<file path="src/rtl/sdram_init_refresh_ctrl.sv">
`default_nettype none
// sdram_init_refresh_ctrl: registered host command decode, power-up init
// sequencer (PRECHARGE / AUTO REFRESH x N / LOAD MODE) and refresh-debt scheduler.
module sdram_init_refresh_ctrl #(
  parameter int ASIZE        = 22,
  parameter int TW           = 16,
  parameter int INIT_PER     = 24000,
  parameter int CMD_GAP      = 20,
  parameter int INIT_REFS    = 8,
  parameter int REF_PER      = 1536,
  parameter int REF_MAX_DEBT = 8
) (
  input  logic             clk,
  input  logic             rst_n,
  input  logic [1:0]       cmd_i,
  input  logic [ASIZE-1:0] addr_i,
  input  logic             cm_ack_i,
  input  logic             ref_ack_i,
  input  logic             init_restart_i,
  output logic             nop_o,
  output logic             reada_o,
  output logic             writea_o,
  output logic [ASIZE-1:0] saddr_o,
  output logic             cmd_ack_o,
  output logic             precharge_o,
  output logic             refresh_o,
  output logic             load_mode_o,
  output logic             ref_req_o,
  output logic             ref_urgent_o,
  output logic [3:0]       ref_debt_o,
  output logic             init_done_o
);

  localparam logic [TW-1:0] WAIT_LAST = TW'(INIT_PER - 1);
  localparam logic [TW-1:0] GAP_LAST  = TW'(CMD_GAP - 1);
  localparam logic [TW-1:0] REF_LAST  = TW'(REF_PER - 1);
  localparam logic [TW-1:0] TMR_ONE   = TW'(1);
  localparam logic [3:0]    REFS_LAST = 4'(INIT_REFS - 1);
  localparam logic [3:0]    DEBT_MAX  = 4'(REF_MAX_DEBT);
  localparam logic [3:0]    DEBT_URG  = 4'(REF_MAX_DEBT - 1);

  typedef enum logic [2:0] {
    S_WAIT = 3'd0,
    S_PRE  = 3'd1,
    S_REF  = 3'd2,
    S_MRS  = 3'd3,
    S_DONE = 3'd4
  } state_e;

  state_e           state_q, state_d;
  logic [TW-1:0]    timer_q, timer_d;
  logic [3:0]       refcnt_q, refcnt_d;
  logic             precharge_q, precharge_d;
  logic             refresh_q, refresh_d;
  logic             load_mode_q, load_mode_d;
  logic             init_done_q, init_done_d;
  logic [TW-1:0]    ref_tmr_q, ref_tmr_d;
  logic [3:0]       debt_q, debt_d;
  logic             ref_req_q, ref_req_d;
  logic             ref_urgent_q, ref_urgent_d;
  logic             nop_q, nop_d;
  logic             reada_q, reada_d;
  logic             writea_q, writea_d;
  logic [ASIZE-1:0] saddr_q, saddr_d;
  logic             cmd_ack_q, cmd_ack_d;

  logic gap_hit;
  logic ref_tick;
  logic ack_ok;

  always_ff @(posedge clk or negedge rst_n) begin
    if (!rst_n) begin
      state_q      <= S_WAIT;
      timer_q      <= '0;
      refcnt_q     <= '0;
      precharge_q  <= 1'b0;
      refresh_q    <= 1'b0;
      load_mode_q  <= 1'b0;
      init_done_q  <= 1'b0;
      ref_tmr_q    <= '0;
      debt_q       <= '0;
      ref_req_q    <= 1'b0;
      ref_urgent_q <= 1'b0;
      nop_q        <= 1'b0;
      reada_q      <= 1'b0;
      writea_q     <= 1'b0;
      saddr_q      <= '0;
      cmd_ack_q    <= 1'b0;
    end else begin
      state_q      <= state_d;
      timer_q      <= timer_d;
      refcnt_q     <= refcnt_d;
      precharge_q  <= precharge_d;
      refresh_q    <= refresh_d;
      load_mode_q  <= load_mode_d;
      init_done_q  <= init_done_d;
      ref_tmr_q    <= ref_tmr_d;
      debt_q       <= debt_d;
      ref_req_q    <= ref_req_d;
      ref_urgent_q <= ref_urgent_d;
      nop_q        <= nop_d;
      reada_q      <= reada_d;
      writea_q     <= writea_d;
      saddr_q      <= saddr_d;
      cmd_ack_q    <= cmd_ack_d;
    end
  end

  // One timer serves both the power-up wait and the inter-strobe gap; it is
  // cleared on every phase change so each strobe lands exactly CMD_GAP apart.
  always_comb begin
    state_d     = state_q;
    timer_d     = timer_q;
    refcnt_d    = refcnt_q;
    precharge_d = 1'b0;
    refresh_d   = 1'b0;
    load_mode_d = 1'b0;
    init_done_d = init_done_q;
    gap_hit     = (timer_q == GAP_LAST);

    case (state_q)
      S_WAIT: begin
        if (timer_q == WAIT_LAST) begin
          state_d = S_PRE;
          timer_d = '0;
        end else begin
          timer_d = timer_q + TMR_ONE;
        end
      end
      S_PRE: begin
        if (gap_hit) begin
          precharge_d = 1'b1;
          state_d     = S_REF;
          timer_d     = '0;
          refcnt_d    = '0;
        end else begin
          timer_d = timer_q + TMR_ONE;
        end
      end
      S_REF: begin
        if (gap_hit) begin
          refresh_d = 1'b1;
          timer_d   = '0;
          if (refcnt_q == REFS_LAST) begin
            state_d = S_MRS;
          end else begin
            refcnt_d = refcnt_q + 4'd1;
          end
        end else begin
          timer_d = timer_q + TMR_ONE;
        end
      end
      S_MRS: begin
        if (gap_hit) begin
          load_mode_d = 1'b1;
          state_d     = S_DONE;
          timer_d     = '0;
        end else begin
          timer_d = timer_q + TMR_ONE;
        end
      end
      S_DONE: begin
        init_done_d = 1'b1;
      end
      default: begin
        state_d = S_WAIT;
        timer_d = '0;
      end
    endcase

    if (init_restart_i) begin
      state_d     = S_WAIT;
      timer_d     = '0;
      refcnt_d    = '0;
      precharge_d = 1'b0;
      refresh_d   = 1'b0;
      load_mode_d = 1'b0;
      init_done_d = 1'b0;
    end
  end

  // Refresh timer idles at REF_PER-1 until init completes, so the first tick
  // lands exactly REF_PER cycles after INIT_DONE rises.
  always_comb begin
    ref_tick = init_done_q && (ref_tmr_q == '0);
    ack_ok   = ref_ack_i && init_done_q;
    debt_d   = debt_q;

    if (!init_done_q || ref_tick) begin
      ref_tmr_d = REF_LAST;
    end else begin
      ref_tmr_d = ref_tmr_q - TMR_ONE;
    end

    if (ref_tick && !ack_ok) begin
      if (debt_q != DEBT_MAX) begin
        debt_d = debt_q + 4'd1;
      end
    end else if (ack_ok && !ref_tick && (debt_q != 4'd0)) begin
      debt_d = debt_q - 4'd1;
    end

    if (init_restart_i) begin
      ref_tmr_d = '0;
      debt_d    = '0;
    end

    ref_req_d    = (debt_d != 4'd0);
    ref_urgent_d = (debt_d >= DEBT_URG);
  end

  // Gating on the next INIT_DONE keeps READA/WRITEA aligned with the level
  // they are qualified by, including the cycle a restart drops it.
  always_comb begin
    nop_d     = (cmd_i == 2'b00) || (cmd_i == 2'b11);
    reada_d   = (cmd_i == 2'b01) && init_done_d;
    writea_d  = (cmd_i == 2'b10) && init_done_d;
    saddr_d   = addr_i;
    cmd_ack_d = cm_ack_i && !cmd_ack_q;
  end

  assign nop_o        = nop_q;
  assign reada_o      = reada_q;
  assign writea_o     = writea_q;
  assign saddr_o      = saddr_q;
  assign cmd_ack_o    = cmd_ack_q;
  assign precharge_o  = precharge_q;
  assign refresh_o    = refresh_q;
  assign load_mode_o  = load_mode_q;
  assign ref_req_o    = ref_req_q;
  assign ref_urgent_o = ref_urgent_q;
  assign ref_debt_o   = debt_q;
  assign init_done_o  = init_done_q;

endmodule
`default_nettype wire
</file>
<file path="config.mk">
export PLATFORM = sky130hd
export DESIGN_NAME = sdram_init_refresh_ctrl
export DESIGN_NICKNAME = d
export VERILOG_FILES = /design/src/rtl/sdram_init_refresh_ctrl.sv
export SDC_FILE = /design/constraint.sdc
export NUM_CORES = 1
export LEC_CHECK = 0
export ABC_AREA = 1
export CAP_MARGIN = 20
export CORE_MARGIN = 2
export CORE_UTILIZATION = 52
export CTS_CLUSTER_DIAMETER = 40
export DETAILED_ROUTE_END_ITERATION = 8
export GPL_TIMING_DRIVEN = 0
export PLACE_DENSITY_LB_ADDON = 0.3
export REMOVE_ABC_BUFFERS = 1
export SLEW_MARGIN = 5
export SYNTH_ARGS = -nofsm -noshare
export SYNTH_HDL_FRONTEND = slang
export SYNTH_SLANG_ARGS = --single-unit
export TNS_END_PERCENT = 30
</file>
<file path="constraint.sdc">
create_clock -name clk -period 2.15 [get_ports clk]
set_clock_uncertainty 0.15 [all_clocks]
set_input_delay 0.3225 -clock clk [delete_from_list [all_inputs] [get_ports clk]]
set_output_delay 0.3225 -clock clk [all_outputs]
set_load 0.005 [all_outputs]
</file>
==> flow_summary.ini <==
[critical_path]
worstSetupPathType = register to register
reg2reg_to = ref_req_o$_DFF_PN0_
cp-start-kind = register
endpoint_kind = register
path_buf_inv = 1
path_common_cell = nand2_1
slowest_stage = dfrtp_1
arrival_ns = 2.07
crit_chain = inv_1, ha_1, a21boi_1, nand3_1, o21ai_0, nand2_1, nand2_1, nand4_1
path_depth = 8
critPathTopFamily = simple AND/OR/NAND/NOR gates
rr_worst_depth = 8
rrSetupSlack_ns = 0.16
cp_max_fo = 6
cp.required_ns = 2.23
timing.rr.start = ref_debt_o[0]$_DFF_PN0_
max_stage_delay_ns = 0.42

[clock_network]
clk_pin_slew_worst_paths_ns = 0.08
cts_setup_buffers = 0
cts_made_buffers = 9
htree_levels = 3
cts_tree = built
insertion_delay_ns = 0.35
clk_path_buf_depth = 2
cts_root_buf = clkbuf_8
cts.sinks = 75

[synth]
synth-seq-cells = 75
syn-instance-count = 413
ys.flop_type = dfrtp_1
synth_area_um2 = 3560
synth_fa_ha_area_frac = 0.0281
yosysUniqueCellTypes = 28
yosysWarnings = 0
synth_top_family_by_area = simple AND/OR/NAND/NOR gates
synth-simple-area-share = 0.254
yosysSeqAreaShare = 0.528
synth_compound_area_frac = 0.0672
synth_edf_count = 0
async_flop_share = 1.00
muxShareOfSynthArea = 0
yosys.area_share.xor_xnor = 0.0419
synth_area_per_cell_um2 = 8.61

[power_and_ir_drop]
power_density_nw_per_um2 = 714
finalPower_mw = 3.22
peakVddDrop_uv = 433
cellLeakagePower_nw = 2.20

[global_routing]
overflow = 0
grt_first_pass_wirelength_um = 12900
antenna_found_initial = 0
grt_use_total = 0.219
first_global_vias = 2913
grt_max_degree = 62

[drt]
drc = 0
wl_per_cell_um = 12.8
firstDrtPassIters = 5
detail-route-antenna-nets = 0
drt_iter0_drc = 174
vias = 2907
vias_per_cell = 5.09
wl_um = 7290

[layout]
final_cell_count_no_fill = 571
drive_above_1_share = 0.0672
num_antenna_cells = 0
area_growth_pct = 26.7
fin_area_um2 = 4510
final_nets = 523
final_util = 0.671

[run]
maxCapViolCount = 0

[die]
fp-row-count = 30
start_util = 0.529
die_width_um = 86.7
dieHeight_um = 86.7
core_um2 = 6720
num_io_pins = 65
die_area_um2 = 7520

[sta]
finalSetupViolations = 0
post-route-min-period_ns = 1.99
max_slew.worst_pin.slew_ns = 0.524
slew_viol_final = 0
slew_headroom = 0.651
whs_ns = 0.208
period_share = 0.924
fin_setup_tns_ns = 0
max_freq_ghz = 0.503
setup_ws_ns = 0.164
rsz0062_at_grt = no
finalHoldViolCount = 0

[placed_design]
dp_hpwl_um = 5340
post-place-ws_ns = -0.426
port_buffers = 64
postPlaceCellArea_um2 = 4300
place_congestion = 0.889
dp.cells = 554

[worst_hold_path]
hold_class = input pin to asynchronous set/reset pin

[status]
status = finished, final reports clean
state kept, by name, indices dropped and copies added, names as in the netlist, 3 cells and up:
name        flops
ref_debt_o      4
timer_q        16
state_q         3
ref_tmr_q      16
refcnt_q        4
saddr_o        22
per-layer routing:
layer,global-route usage,wire (um),up-vias,share of wire
met5,0,0,-,0
met2,0.367,3610,64,0.49
met3,0.0619,401,12,0.055
met1,0.270,3180,1357,0.44
li1,-,-,1474,-
met4,0.0838,104,0,0.014
how the worst max path moves through the flow:
stage	startpoint	to	slack [ns]
after floorplan	ref_debt_o[0]$_DFF_PN0_	ref_req_o$_DFF_PN0_	0.39
after global placement	rst_n	timer_q[2]$_DFFE_PN0P_	-1.94
after detailed placement	init_restart_i	state_q[0]$_DFFE_PN0P_	-0.43
after CTS	timer_q[0]$_DFFE_PN0P_	timer_q[0]$_DFFE_PN0P_	0.17
after global routing	ref_debt_o[1]$_DFF_PN0_	ref_urgent_o$_DFF_PN0_	0.002
final	ref_debt_o[0]$_DFF_PN0_	ref_req_o$_DFF_PN0_	0.16
layout make-up:
class | instances | area [um2]
clock inverters | 7 | 75.1
clock buffers | 9 | 124
flip-flops and latches | 75 | 1880
repair buffers | 66 | 674
multi-input cells | 264 | 1390
well taps | 80 | 100
inverters | 70 | 263
fillers | 524 | 2210
placed cells by master, fill, tap and decap left out, types with 3 or more instances in the layout:
cell	count
nand2_1	85
nor3_1	8
nor2_1	39
nor4_1	5
o21ai_0	26
nor2_2	3
ha_1	7
nand3_1	26
dfrtp_1	75
clkdlybuf4s50_1	62
xor2_1	14
a31oi_1	3
clkbuf_8	9
a21oi_1	10
xnor2_1	3
or2_2	3
inv_1	69
nand4_1	20
kinds of logic after synthesis:
family | after synthesis
AOI/OAI and AO/OA | 44
xor gates and xnor gates | 17
adders and majority gates | 8
buffers and inverters | 74
DFF | 75
and+or+nand+nor | 195
timing repair:
action	in CTS	in global routing
hold buffers	1	0
gates resized for setup	1	1
hold endpoints to repair	51	0
endpoints found under the setup margin	2	2
cells in the mapped netlist (2+ instances only):
library cell	count	share of area
nand2_1	85	0.090
dfrtp_1	75	0.53
inv_1	69	0.073
nor2_1	39	0.041
nand3_1	26	0.037
o21ai_0	26	0.037
nand4_1	20	0.035
xor2_1	14	0.034
a21oi_1	10	0.014
ha_1	8	0.028
nor3_1	8	0.011
nor4_1	5	0.0088
a31oi_1	3	0.0053
nor2_2	3	0.0053
or2_2	3	0.0053
xnor2_1	3	0.0074
clkbuf_1	2	0.0021
nand3_2	2	0.0056
nor3_4	2	0.0091
o31ai_1	2	0.0042
power breakdown:
group,switching [mW],internal (mW)
Sequential,0.0648,1.49
Clock,0.550,0.544
Combinational,0.346,0.218
Note: power is estimated with default switching activity, not from simulation.
